==> src/rtl/cpu_bus_arbiter_pkg.sv <==
// rtl/cpu_bus_arbiter_pkg.sv - shared types and constants for the CPU bus arbiter
//
// Contents:
//   BUS_WIDTH          address / data width of every port
//   state_t            arbiter FSM state (idle, granted to port 0, granted to port 1)
//   GRANT_*            one-hot debug grant encodings
//   BUS_TIMEOUT_RDATA  read data returned to a requester whose transaction was killed
//   grant_onehot()     state -> one-hot debug grant
package cpu_bus_arbiter_pkg;

  localparam int BUS_WIDTH = 32;

  typedef enum logic [1:0] {
    ST_IDLE    = 2'd0,
    ST_GRANT_0 = 2'd1,
    ST_GRANT_1 = 2'd2
  } state_t;

  localparam logic [1:0] GRANT_NONE = 2'b00;
  localparam logic [1:0] GRANT_0    = 2'b01;
  localparam logic [1:0] GRANT_1    = 2'b10;

  localparam logic [BUS_WIDTH-1:0] BUS_TIMEOUT_RDATA = 32'h0;

  function automatic logic [1:0] grant_onehot(input state_t st);
    case (st)
      ST_GRANT_0: grant_onehot = GRANT_0;
      ST_GRANT_1: grant_onehot = GRANT_1;
      default:    grant_onehot = GRANT_NONE;
    endcase
  endfunction

endpackage

==> src/rtl/cpu_bus_arbiter_if.sv <==
// rtl/cpu_bus_arbiter_if.sv - one bus transaction channel (requester side or system bus side)
//
// Signals:
//   request  master -> slave   transaction requested, held until ready
//   rw       master -> slave   1 = write
//   address  master -> slave   word address
//   wdata    master -> slave   write data
//   ready    slave  -> master  one-cycle completion pulse
//   rdata    slave  -> master  read data, valid while ready
// Modports:
//   master   the side that issues transactions (a requester, or the arbiter towards the bus)
//   slave    the side that completes them (the arbiter towards a requester, or the bus)
interface cpu_bus_arbiter_if;
  import cpu_bus_arbiter_pkg::*;

  logic                 request;
  logic                 rw;
  logic [BUS_WIDTH-1:0] address;
  logic [BUS_WIDTH-1:0] wdata;
  logic                 ready;
  logic [BUS_WIDTH-1:0] rdata;

  modport master (
    output request, rw, address, wdata,
    input  ready, rdata
  );

  modport slave (
    input  request, rw, address, wdata,
    output ready, rdata
  );

endinterface

==> src/rtl/cpu_bus_timeout_counter.sv <==
// rtl/cpu_bus_timeout_counter.sv - saturating watchdog counter for a bus grant
//
// Parameters:
//   TIMEOUT   number of stalled grant cycles after which expired is raised (must be > 0)
// Ports:
//   i_clock   system clock
//   i_reset   asynchronous active-low reset
//   clear     zero the count (wins over enable)
//   enable    count one stalled cycle
//   expired   count has reached TIMEOUT-1, i.e. the current cycle is the TIMEOUT-th stalled one
module cpu_bus_timeout_counter #(
  parameter int unsigned TIMEOUT = 1024
) (
  input  logic i_clock,
  input  logic i_reset,
  input  logic clear,
  input  logic enable,
  output logic expired
);

  localparam int CW = (TIMEOUT > 0) ? $clog2(TIMEOUT + 1) : 1;
  localparam logic [CW-1:0] LAST = CW'(TIMEOUT - 1);
  localparam logic [CW-1:0] SAT  = CW'(TIMEOUT);

  logic [CW-1:0] count;

  always_ff @(posedge i_clock or negedge i_reset) begin
    if (!i_reset) begin
      count <= '0;
    end else if (clear) begin
      count <= '0;
    end else if (enable && (count != SAT)) begin
      count <= count + 1'b1;
    end
  end

  assign expired = (count == LAST);

endmodule

==> src/rtl/cpu_bus_arbiter.sv <==
// rtl/cpu_bus_arbiter.sv - two-port CPU system bus arbiter with transaction watchdog
//
// Shares one system bus between instruction fetch (m0) and the data stage (m1).
// One transaction at a time; arbitration is registered in IDLE, and at least one
// IDLE cycle separates consecutive grants.
//
// Parameters:
//   TIMEOUT   stalled grant cycles before forced termination; 0 disables the watchdog
// Configuration macro:
//   CPU_BUS_ARBITER_ROUND_ROBIN_EN  defined: ties go to the port not granted last;
//                                   undefined: ties always go to m1
// Ports:
//   i_clock   system clock, rising edge
//   i_reset   asynchronous active-low reset
//   m0        requester port 0 (instruction fetch), slave view
//   m1        requester port 1 (data stage), slave view
//   bus       system bus, master view
//   o_grant   debug: one-hot current grant, 0 when idle
//   o_timeout debug: one-cycle pulse when the watchdog kills a transaction
module cpu_bus_arbiter
  import cpu_bus_arbiter_pkg::*;
#(
  parameter int unsigned TIMEOUT = 1024
) (
  input  logic                    i_clock,
  input  logic                    i_reset,
  cpu_bus_arbiter_if.slave        m0,
  cpu_bus_arbiter_if.slave        m1,
  cpu_bus_arbiter_if.master       bus,
  output logic [1:0]              o_grant,
  output logic                    o_timeout
);

  state_t state;
  state_t state_next;
  state_t tie_state;

  logic cur_request;
  logic wd_clear;
  logic wd_enable;
  logic wd_expired;
  logic timeout_fire;

  // ---------------------------------------------------------------------------
  // Tie-break between simultaneous requests
  // ---------------------------------------------------------------------------
`ifdef CPU_BUS_ARBITER_ROUND_ROBIN_EN
  logic last_grant;  // 0 = m0, 1 = m1; only real completions update it

  always_ff @(posedge i_clock or negedge i_reset) begin
    if (!i_reset) begin
      last_grant <= 1'b0;
    end else if (bus.ready && (state == ST_GRANT_0)) begin
      last_grant <= 1'b0;
    end else if (bus.ready && (state == ST_GRANT_1)) begin
      last_grant <= 1'b1;
    end
  end

  assign tie_state = last_grant ? ST_GRANT_0 : ST_GRANT_1;
`else
  assign tie_state = ST_GRANT_1;
`endif

  // ---------------------------------------------------------------------------
  // Watchdog
  // ---------------------------------------------------------------------------
  always_comb begin
    cur_request = 1'b0;
    case (state)
      ST_GRANT_0: cur_request = m0.request;
      ST_GRANT_1: cur_request = m1.request;
      default:    cur_request = 1'b0;
    endcase
  end

  // Counting restarts from zero for every grant because IDLE always separates grants.
  assign wd_clear  = (state == ST_IDLE) || bus.ready;
  assign wd_enable = (state != ST_IDLE) && !bus.ready;

  generate
    if (TIMEOUT > 0) begin : g_watchdog
      cpu_bus_timeout_counter #(
        .TIMEOUT (TIMEOUT)
      ) u_timeout_counter (
        .i_clock (i_clock),
        .i_reset (i_reset),
        .clear   (wd_clear),
        .enable  (wd_enable),
        .expired (wd_expired)
      );
    end else begin : g_no_watchdog
      assign wd_expired = 1'b0;
    end
  endgenerate

  // A real ready beats the watchdog; an aborted request is not answered at all.
  assign timeout_fire = wd_expired && (state != ST_IDLE) && !bus.ready && cur_request;

  // ---------------------------------------------------------------------------
  // FSM: state register
  // ---------------------------------------------------------------------------
  always_ff @(posedge i_clock or negedge i_reset) begin
    if (!i_reset) begin
      state <= ST_IDLE;
    end else begin
      state <= state_next;
    end
  end

  // ---------------------------------------------------------------------------
  // FSM: next state
  // ---------------------------------------------------------------------------
  always_comb begin
    state_next = state;
    unique case (state)
      ST_IDLE: begin
        if (m0.request && m1.request) begin
          state_next = tie_state;
        end else if (m1.request) begin
          state_next = ST_GRANT_1;
        end else if (m0.request) begin
          state_next = ST_GRANT_0;
        end
      end
      ST_GRANT_0: begin
        if (bus.ready || timeout_fire || !m0.request) begin
          state_next = ST_IDLE;
        end
      end
      ST_GRANT_1: begin
        if (bus.ready || timeout_fire || !m1.request) begin
          state_next = ST_IDLE;
        end
      end
      default: state_next = ST_IDLE;
    endcase
  end

  // ---------------------------------------------------------------------------
  // FSM: outputs (bus mux and response routing are combinational)
  // ---------------------------------------------------------------------------
  always_comb begin
    bus.request = 1'b0;
    bus.rw      = 1'b0;
    bus.address = '0;
    bus.wdata   = '0;
    m0.ready    = 1'b0;
    m0.rdata    = '0;
    m1.ready    = 1'b0;
    m1.rdata    = '0;
    o_grant     = grant_onehot(state);
    o_timeout   = timeout_fire;

    unique case (state)
      ST_GRANT_0: begin
        bus.request = m0.request && !timeout_fire;
        bus.rw      = m0.rw;
        bus.address = m0.address;
        bus.wdata   = m0.wdata;
        m0.ready    = bus.ready || timeout_fire;
        m0.rdata    = bus.ready ? bus.rdata : BUS_TIMEOUT_RDATA;
      end
      ST_GRANT_1: begin
        bus.request = m1.request && !timeout_fire;
        bus.rw      = m1.rw;
        bus.address = m1.address;
        bus.wdata   = m1.wdata;
        m1.ready    = bus.ready || timeout_fire;
        m1.rdata    = bus.ready ? bus.rdata : BUS_TIMEOUT_RDATA;
      end
      default: begin
      end
    endcase
  end

endmodule

==> src/flat_wrapper.sv <==
// flat-port wrapper written by rule: the top's interface ports become plain ports
module cpu_bus_arbiter_flat import cpu_bus_arbiter_pkg::*;
#(
  parameter int unsigned TIMEOUT = 1024
)
  (i_clock, i_reset, o_grant, o_timeout, m0_request, m0_rw, m0_address, m0_wdata, m0_ready, m0_rdata, m1_request, m1_rw, m1_address, m1_wdata, m1_ready, m1_rdata, bus_request, bus_rw, bus_address, bus_wdata, bus_ready, bus_rdata);
  cpu_bus_arbiter_if m0_i ();
  cpu_bus_arbiter_if m1_i ();
  cpu_bus_arbiter_if bus_i ();
  input  logic i_clock;
  input  logic i_reset;
  output logic [1:0] o_grant;
  output logic o_timeout;
  input wire logic [$bits(m0_i.request)-1:0] m0_request;
  input wire logic [$bits(m0_i.rw)-1:0] m0_rw;
  input wire logic [$bits(m0_i.address)-1:0] m0_address;
  input wire logic [$bits(m0_i.wdata)-1:0] m0_wdata;
  output wire logic [$bits(m0_i.ready)-1:0] m0_ready;
  output wire logic [$bits(m0_i.rdata)-1:0] m0_rdata;
  input wire logic [$bits(m1_i.request)-1:0] m1_request;
  input wire logic [$bits(m1_i.rw)-1:0] m1_rw;
  input wire logic [$bits(m1_i.address)-1:0] m1_address;
  input wire logic [$bits(m1_i.wdata)-1:0] m1_wdata;
  output wire logic [$bits(m1_i.ready)-1:0] m1_ready;
  output wire logic [$bits(m1_i.rdata)-1:0] m1_rdata;
  output wire logic [$bits(bus_i.request)-1:0] bus_request;
  output wire logic [$bits(bus_i.rw)-1:0] bus_rw;
  output wire logic [$bits(bus_i.address)-1:0] bus_address;
  output wire logic [$bits(bus_i.wdata)-1:0] bus_wdata;
  input wire logic [$bits(bus_i.ready)-1:0] bus_ready;
  input wire logic [$bits(bus_i.rdata)-1:0] bus_rdata;
  assign m0_i.request = m0_request;
  assign m0_i.rw = m0_rw;
  assign m0_i.address = m0_address;
  assign m0_i.wdata = m0_wdata;
  assign m0_ready = m0_i.ready;
  assign m0_rdata = m0_i.rdata;
  assign m1_i.request = m1_request;
  assign m1_i.rw = m1_rw;
  assign m1_i.address = m1_address;
  assign m1_i.wdata = m1_wdata;
  assign m1_ready = m1_i.ready;
  assign m1_rdata = m1_i.rdata;
  assign bus_request = bus_i.request;
  assign bus_rw = bus_i.rw;
  assign bus_address = bus_i.address;
  assign bus_wdata = bus_i.wdata;
  assign bus_i.ready = bus_ready;
  assign bus_i.rdata = bus_rdata;
  cpu_bus_arbiter #(.TIMEOUT(TIMEOUT)) u_core (.i_clock(i_clock), .i_reset(i_reset), .m0(m0_i), .m1(m1_i), .bus(bus_i), .o_grant(o_grant), .o_timeout(o_timeout));
endmodule
==> config.mk <==
export PLATFORM = sky130hd
export DESIGN_NAME = cpu_bus_arbiter_flat
export DESIGN_NICKNAME = d
export VERILOG_FILES = /design/src/rtl/cpu_bus_arbiter_pkg.sv /design/src/rtl/cpu_bus_arbiter_if.sv /design/src/rtl/cpu_bus_timeout_counter.sv /design/src/rtl/cpu_bus_arbiter.sv /design/src/flat_wrapper.sv
export SDC_FILE = /design/constraint.sdc
export NUM_CORES = 1
export LEC_CHECK = 0
export ABC_AREA = 1
export CAP_MARGIN = 20
export CORE_AREA = 2 2 118 120
export CTS_CLUSTER_DIAMETER = 40
export DETAILED_ROUTE_END_ITERATION = 10
export DIE_AREA = 0 0 120 122
export SLEW_MARGIN = 25
export SYNTH_ARGS = -nofsm -noshare
export SYNTH_HDL_FRONTEND = slang
export SYNTH_HIERARCHICAL = 1
export SYNTH_SLANG_ARGS = --single-unit
export TNS_END_PERCENT = 1
==> constraint.sdc <==
create_clock -name i_clock -period 2.2 [get_ports i_clock]
set_clock_uncertainty 0.05 [all_clocks]
set_input_delay 0.44 -clock i_clock [delete_from_list [all_inputs] [get_ports i_clock]]
set_output_delay 0.44 -clock i_clock [all_outputs]
set_load 0.005 [all_outputs]
* After elaboration in Yosys (flattened, before gate mapping)
Index checks and enable logic that the tools add are counted.
** Storage, ports and cells
- Flip-flop bits (word level) :: 13
- Input bits :: 167
- Word-level logic and storage cells :: 49
** Operators by class
- Add/subtract/negate cells :: 1
- Equality and inequality tests :: 7
- Mux-type cells :: 19
- Reductions and logical operators :: 20
** Operator list (number)
- $pmux W32 S2 :: 2
- $mux W32 :: 3
- $mux W11 :: 2
- $add A11 B1 Y11 const B :: 1
- $eq A11 B10 Y1 const B :: 1
- $ne A11 B11 Y1 const B :: 1
- $mux W2 :: 5
- $logic_and A1 B1 Y1 :: 8
- $pmux W1 S2 :: 3
- $pmux W2 S3 :: 1
- $logic_not A1 Y1 :: 4
- $logic_or A1 B1 Y1 :: 4
- $ne A2 B1 Y1 const B :: 2
- $ne A4 B4 Y1 const B :: 1
- $pmux W2 S2 :: 1
- $reduce_bool A2 Y1 :: 2
- $reduce_and A3 Y1 :: 1
- $eq A2 B1 Y1 const B :: 1
- $eq A2 B2 Y1 const B :: 1
- $logic_not A2 Y1 :: 1
- $mux W1 :: 2

* Depth between registers and ports, before layout
Gate-level depths: netlist of run 1.
- Depth in word-level cells :: 8
- Depth in mapped cells :: 12
- Mapped depth without buffers :: 12

* Modules after synthesis
The synthesis of run 1 kept the hierarchy.
** Modules (own cells, without submodules)
- cpu_bus_arbiter :: instances 1, cells an instance 364, area an instance 1675.4 µm², sequential area each 50.0 µm²
- cpu_bus_timeout_counter :: instances 1, cells an instance 117, area an instance 800.8 µm², sequential area each 275.3 µm²

* Least setup slack after synthesis of run 1
OpenSTA, ideal clock, no wires.
- Kind :: flip-flop to output port
- From :: register u_core.g_watchdog.u_timeout_counter.count[1]
- To :: output port m0_ready
- Data arrival time :: 1426 ps
- Data required time :: 1710 ps
- Path slack :: 284 ps
- Stages on the path, launching flop included :: 12
- Cell sequence :: dfrtp_1 -> ha_1 -> nand2_1 -> nor2_4 -> nand3b_1 -> nor2_1 -> nand2_1 -> inv_1 -> nand2_1 -> a21oi_2 -> nor2_1 -> nor2_1
** Between the ends
- Word-level cells in the longest chain between the ends :: 6
** RTL lines
- from (decl) :: RTL line cpu_bus_timeout_counter.sv:25 : logic [CW-1:0] count;
- from (signal assigned) :: RTL line cpu_bus_timeout_counter.sv:33 : count <= count + 1'b1;
- $eq A11 B10 Y1 :: RTL line cpu_bus_timeout_counter.sv:37 : assign expired = (count == LAST);
- via u_core.wd_expired :: RTL line cpu_bus_arbiter.sv:41 : logic wd_expired;
- $logic_and A1 B1 Y1 (3 in series) :: RTL line cpu_bus_arbiter.sv:98 : assign timeout_fire = wd_expired && (state != ST_IDLE) && !bus.ready && cur_request;
- via o_timeout :: RTL line flat_wrapper.sv:13 : output logic o_timeout;
- $logic_or A1 B1 Y1 :: RTL line cpu_bus_arbiter.sv:161 : m0.ready = bus.ready || timeout_fire;
- $mux W1 :: RTL line cpu_bus_arbiter.sv:155 : unique case (state)
- to (decl) :: RTL line flat_wrapper.sv:18 : output wire logic [$bits(m0_i.ready)-1:0] m0_ready;
The timed path passes the listed nets, and every way through them passes these cells.

* Final worst setup path of run 1
- From :: register u_core.state[0]
- To :: output port m1_rdata[6]
** Between the ends
- Word-level cells in the longest chain between the ends :: 2
** RTL lines
- from (decl) :: RTL line cpu_bus_arbiter.sv:34 : state_t state;
- from (signal assigned) :: RTL line cpu_bus_arbiter.sv:107 : state <= state_next;
- $eq A2 B2 Y1 :: RTL line cpu_bus_arbiter.sv:155
- $mux W32 :: RTL line cpu_bus_arbiter.sv:155
- to (decl) :: RTL line flat_wrapper.sv:25 : output wire logic [$bits(m1_i.rdata)-1:0] m1_rdata;
No other way between the ends.

==> results.sh, run 1 <==
export IMPL_grt_pass1_wl_mm=21.7
export IMPL_viasPerCell=4.40
export IMPL_tightestPinTransition_ps=626
export IMPL_finalCriticalPeriod_ps=2400
export IMPL_drtIter0Drc=192
export IMPL_finalPower_mw=3.92
export IMPL_dieWidth_um=120
export IMPL_synth_area_mm2=0.00248
export IMPL_overflow=0
export IMPL_powerDensity_mw_per_mm2=650
export IMPL_grt_max_degree=39
export IMPL_worstSetupStartpointType="flop"
export IMPL_die_area_mm2=0.0146
export IMPL_drive_gt1_share_pct=25.2
export IMPL_top_layer="met5"
export IMPL_m1WireLength_mm=6.39
export IMPL_violations="setup timing"
export IMPL_outcome="complete, but fails checks"
export IMPL_synth_area_leaders="nand2_1 27%, a21oi_1 13%, dfrtp_1 13%"
export IMPL_clk_path_buf_depth=2
export IMPL_synth_top_area_share_pct=27.4
export IMPL_rows=43
export IMPL_clk_pin_slew_ps=50
export IMPL_crit_reg2reg_capture="u_core/g_watchdog.u_timeout_counter/count[8]"
export IMPL_cts_buffers=3
export IMPL_final_cell_mix="190 x clkdlybuf4s50_1, 174 x nand2_1, 52 x clkbuf_2, 48 x inv_1, 46 x nor3_1"
export IMPL_grt_setup_unrepaired="true"
export IMPL_portBuffers=301
export IMPL_routed_wirelength_mm=14.8
export IMPL_final_hold_viol_count=0
export IMPL_ys_seq_elements=13
export IMPL_yosysWarnings=6
export IMPL_relSlewSlack_pct=58.1
export IMPL_peakVddDrop_uv=325
export IMPL_grt_pass1_vias=4102
export IMPL_p_leak_nw=2.78
export IMPL_avgRoutedWirePerCell_um=15.1
export IMPL_hp_class="primary input to asynchronous set/reset pin"
export IMPL_critPathKind="flop to output port"
export IMPL_met3WireLength_mm=1.13
export IMPL_post_route_period_util_pct=109
export IMPL_yosysUniqueCellTypes=25
export IMPL_cts_root_buf="clkbuf_16"
export IMPL_yosys_area_top_type="nand2_1"
export IMPL_drv_slew=0
export IMPL_htree_levels=1
export IMPL_fin_area_mm2=0.00603
export IMPL_grt_util_all_layers_pct=18.2
export IMPL_cts_sinks=13
export IMPL_crit_arrival_ps=1910
export IMPL_hold_buffers=0
export IMPL_first_pass_iters=4
export IMPL_r2r_cells=9
export IMPL_hpwl_mm=11.4
export IMPL_ant_nets=0
export IMPL_clk_latency_ps=240
export IMPL_max_freq_ghz=0.417
export IMPL_reg2reg_slack_ps=510
export IMPL_wl_met2_mm=7.03
export IMPL_place_ws_ps=-407
export IMPL_initial_core_util_pct=18.3
export IMPL_crit_fanout=33
export IMPL_syn_nets=655
export IMPL_fp_coreArea_mm2=0.0135
export IMPL_ys_seq_area_share_pct=13.1
export IMPL_setup_slack_ps=-200
export IMPL_die_y_um=122
export IMPL_io_pins=302
export IMPL_report_final_setup_viol=43
export IMPL_cap_violations=0
export IMPL_postPlaceCellArea_mm2=0.00590
export IMPL_area_growth_pct=144
export IMPL_r2r_start="u_core/state[0]"
export IMPL_synth_cells=481
export IMPL_tritoncts="built"
export IMPL_antenna_found_initial=2
export IMPL_vias=4307
export IMPL_routabilityCongestion=0.892
export IMPL_worst_ep_required_time_ps=1710
export IMPL_final_common_cell="clkdlybuf4s50_1"
export IMPL_syn_area_per_cell_um2=5.15
export IMPL_fin_nets=972
export IMPL_drc_errors=0
export IMPL_endpoint_kind="output port"
[metrics by stage]
| step | cells | hold WS [ps] | utilization, % | setup TNS, ps |
|---|---|---|---|---|
| after detailed placement | 963 | 536 | 43.7 | -26370 |
| final | 978 | 538 | 44.7 | -4920 |
| after floorplan | 481 | 94.4 | - | 0 |
| after CTS | 974 | 553 | 44.7 | -7190 |
| after global placement | 963 | 536 | 43.7 | -24570 |
| after global routing | 977 | 600 | 44.7 | -11970 |
[kinds of logic after synthesis]
kind of cell / synth area share, %
and+or+nand+nor: 51.2
buffers and inverters: 16.5
AOI/OAI and AO/OA: 14.9
DFF: 13.1
adders and majority gates: 3.54
xor gates and xnor gates: 0.708
[per-layer routing]
layer	vias to the layer above	track usage (%)
met5	-	0
met4	2	4.12
met3	18	3.98
met2	184	30.6
met1	1933	23.8
li1	2170	-
[how the worst max path moves through the flow]
stage,startpoint,end,slack [ps],cells after the start
final,u_core/state[0],m1_rdata[6],-200,5
after global routing,u_core/g_watchdog.u_timeout_counter/count[1],m1_ready,-390,13
after CTS,u_core/state[0],bus_address[5],-270,6
after detailed placement,bus_ready,m0_rdata[15],-410,5
after global placement,bus_ready,m0_rdata[11],-380,5
after floorplan,u_core/g_watchdog.u_timeout_counter/count[1],m0_ready,280,11
[power by group]
| part | total (mW) | internal (mW) | switching, mW |
|---|---|---|---|
| Sequential | 0.270 | 0.257 | 0.0130 |
| Combinational | 3.31 | 1.55 | 1.76 |
| Clock | 0.343 | 0.242 | 0.101 |
[cells in the mapped netlist, drive strengths merged]
cell type  number
nor3           65
nor2           25
ha              7
o21bai          1
dfrtp          13
nand3b          1
nand3          16
buf            32
nand4           7
o21a            1
xor2            2
o21ai           4
clkbuf          5
nand2         181
inv            55
a21oi          66
[sequential cells by signal, indices dropped and copies added (netlist names)]
signal and flops:
u_core/g_watchdog.u_timeout_counter/count 11, u_core/state 2
[critical path, stage by stage (launching register included)]
cell and delay, ps:
dfrtp_1 410, inv_2 130, ha_4 220, inv_6 120, nor3_1 250, clkdlybuf4s50_1 530
[timing repair]
action / in CTS / in global routing
resized for setup: 144 / 209
buffers inserted: 5 / 2
setup endpoints to repair: 133 / 130
gates cloned: 2 / 1
pin swaps: 6 / 6
hold endpoints to repair: 0 / 0
[area by class of cell]
class	instances	area, µm²
fillers	1383	7470
inverters	55	218
clock inverters	1	5.00
multi-input cells	376	2010
well taps	180	225
flip-flops and latches	13	325
diodes	1	2.50
clock buffers	3	75.1
repair buffers	349	3170
(Power assumes the default switching activity.)
==> run 2, diff against run 1 <==
==> constraint.sdc (replaced) <==
create_clock -name i_clock -period 2.2 [get_ports i_clock]
set_clock_uncertainty 0.05 [all_clocks]
set_input_delay 0.44 -clock i_clock [delete_from_list [all_inputs] [get_ports i_clock]]
set_output_delay 0.44 -clock i_clock [all_outputs]
set_load 0.02 [all_outputs]
==> results.sh, run 2 (synthesized netlist as in run 1, its figures left out) <==
export IMPL_hp_class="primary input to asynchronous set/reset pin"
export IMPL_viasPerCell=4.46
export IMPL_grt_max_degree=66
export IMPL_reg_top3="u_core/g_watchdog.u_timeout_counter/count (11), u_core/state (2)"
export IMPL_routabilityCongestion=0.896
export IMPL_utilization_pct=42.7
export IMPL_vias=4361
export IMPL_ant_nets=0
export IMPL_cts_root_buf="clkbuf_16"
export IMPL_cts_buffers=3
export IMPL_rows=43
export IMPL_critPathKind="flop to output port"
export IMPL_use_met1_pct=22.4
export IMPL_portBuffers=301
export IMPL_drv_slew=0
export IMPL_place_ws_ps=-483
export IMPL_fin_nets=971
export IMPL_fill_cells=1451
export IMPL_htree_levels=1
export IMPL_p_leak_nw=2.66
export IMPL_outcome="complete, but fails checks"
export IMPL_dieWidth_um=120
export IMPL_hold_buffers=0
export IMPL_cts_sinks=13
export IMPL_io_pins=302
export IMPL_drive_gt1_share_pct=28.6
export IMPL_grt_busiest_layer="met2"
export IMPL_drc_errors=0
export IMPL_clk_latency_ps=250
export IMPL_r2r_start="u_core/g_watchdog.u_timeout_counter/count[0]"
export IMPL_crit_fanout=3
export IMPL_multiInputGateArea_mm2=0.00189
export IMPL_max_freq_ghz=0.419
export IMPL_antenna_found_initial=2
export IMPL_fp_coreArea_mm2=0.0135
export IMPL_cp_endpoint="m1_ready"
export IMPL_grt_pass1_wl_mm=21.1
export IMPL_clk_path_buf_depth=2
export IMPL_crit_arrival_ps=1890
export IMPL_endpoint_kind="output port"
export IMPL_r2r_cells=10
export IMPL_first_pass_iters=4
export IMPL_crit_start="u_core/g_watchdog.u_timeout_counter/count[1]"
export IMPL_placed_cells=969
export IMPL_grt_setup_unrepaired="true"
export IMPL_setup_slack_ps=-184
export IMPL_reg2reg_slack_ps=460
export IMPL_die_area_mm2=0.0146
export IMPL_drtIter0Drc=290
export IMPL_worstSetupStartpointType="flop"
export IMPL_report_final_setup_viol=11
export IMPL_area_growth_pct=133
export IMPL_tritoncts="built"
export IMPL_regMostFlops="u_core/g_watchdog.u_timeout_counter/count"
export IMPL_final_cell_mix="179 x nand2_1, 167 x clkdlybuf4s50_1, 84 x buf_4, 65 x buf_2, 56 x nor3_1"
export IMPL_grt_pass1_vias=4070
export IMPL_final_common_cell="nand2_1"
export IMPL_finalCriticalPeriod_ps=2380
export IMPL_grt_util_all_layers_pct=17.7
export IMPL_avgRoutedWirePerCell_um=14.8
export IMPL_violations="setup timing"
export IMPL_routed_wirelength_mm=14.4
export IMPL_hold_worst_slack_ps=533
export IMPL_seqCellArea_um2=325
export IMPL_final_hold_viol_count=0
export IMPL_worst_ep_required_time_ps=1710
export IMPL_initial_core_util_pct=18.3
export IMPL_fin_cells=977
export IMPL_largest_reg_flops=11
export IMPL_clk_pin_slew_ps=50
export IMPL_use_met3_pct=3.84
export IMPL_hpwl_mm=11.7
export IMPL_powerDensity_mw_per_mm2=764
export IMPL_cap_violations=0
export IMPL_use_met2_pct=31.4
export IMPL_post_route_period_util_pct=108
export IMPL_die_y_um=122
export IMPL_crit_reg2reg_capture="u_core/g_watchdog.u_timeout_counter/count[2]"
export IMPL_relSlewSlack_pct=57.9
export IMPL_peakVddDrop_uv=263
export IMPL_setup_tns_ps=-687
export IMPL_tightestPinTransition_ps=630
export IMPL_overflow=0
-- run 2: cell count changes in the layout (fill, tap and decap cells not counted), moves of 15 or more --
cell             before  now
clkbuf_2             52   10
buf_2                19   65
buf_4                36   84
clkdlybuf4s50_1     190  167
a21oi_2              29   14
dlygate4sd2_1        27    0
-- run 2: how the worst min path moves through the flow --
stage / to / depth (start not counted) / slack (ps) / start
after floorplan: u_core/g_watchdog.u_timeout_counter/count[0] / 0 / 90 / i_reset
after global routing: u_core/g_watchdog.u_timeout_counter/count[7] / 3 / 580 / u_core/g_watchdog.u_timeout_counter/count[7]
final: u_core/g_watchdog.u_timeout_counter/count[1] / 1 / 530 / i_reset
after detailed placement: u_core/g_watchdog.u_timeout_counter/count[7] / 3 / 530 / u_core/g_watchdog.u_timeout_counter/count[7]
after global placement: u_core/g_watchdog.u_timeout_counter/count[7] / 3 / 530 / u_core/g_watchdog.u_timeout_counter/count[7]
after CTS: u_core/g_watchdog.u_timeout_counter/count[7] / 3 / 540 / u_core/g_watchdog.u_timeout_counter/count[7]
-- run 2: critical path: stages (launching register included) --
cell and delay (ps):
dfrtp_1 360, ha_2 200, nand2_2 70, nor2_4 130
nand3b_1 120, nor2_1 130, nand2_1 60, inv_1 60
nand2_2 60, a21oi_4 160, nor2_2 50, nor2_1 100
buf_4 150
-- run 2: per-stage QoR --
step	power [mW]	instance area, µm²
finish	4.41	5770
global route	4.71	5770
CTS	4.37	5760
detailed placement	4.08	5970
global placement	4.06	5970
floorplan	2.15	2480
-- run 2: final cells by class --
cell class                      count  area share [%]
Sequential cell                    13            5.64
Timing Repair Buffer              348            52.6
Tap cell                          180            3.90
Antenna cell                        1          0.0434
Multi-Input combinational cell    376            32.8
Clock inverter                      1          0.0867
Inverter                           55            3.62
Clock buffer                        3            1.30
-- run 2: report_power, final --
group          switching (mW)  leakage [nW]  internal (mW)
Combinational            2.21          2.44           1.57
Clock                   0.111        0.0409          0.243
Sequential             0.0150         0.179          0.257
Total                    2.34          2.66           2.07
-- run 2: what timing repair did --
action / in CTS / in global routing
pin swaps: 1 / 4
gates resized for setup: 550 / 123
setup endpoints to repair: 132 / 126
setup buffers: 1 / 1
gates cloned: 1 / 0
-- run 2: layer usage --
layer / vias up / part of all wire (%)
met4: 2 / 1.2
met1: 1984 / 41
li1: 2169 / -
met3: 12 / 8.4
met5: - / 0.083
met2: 194 / 49
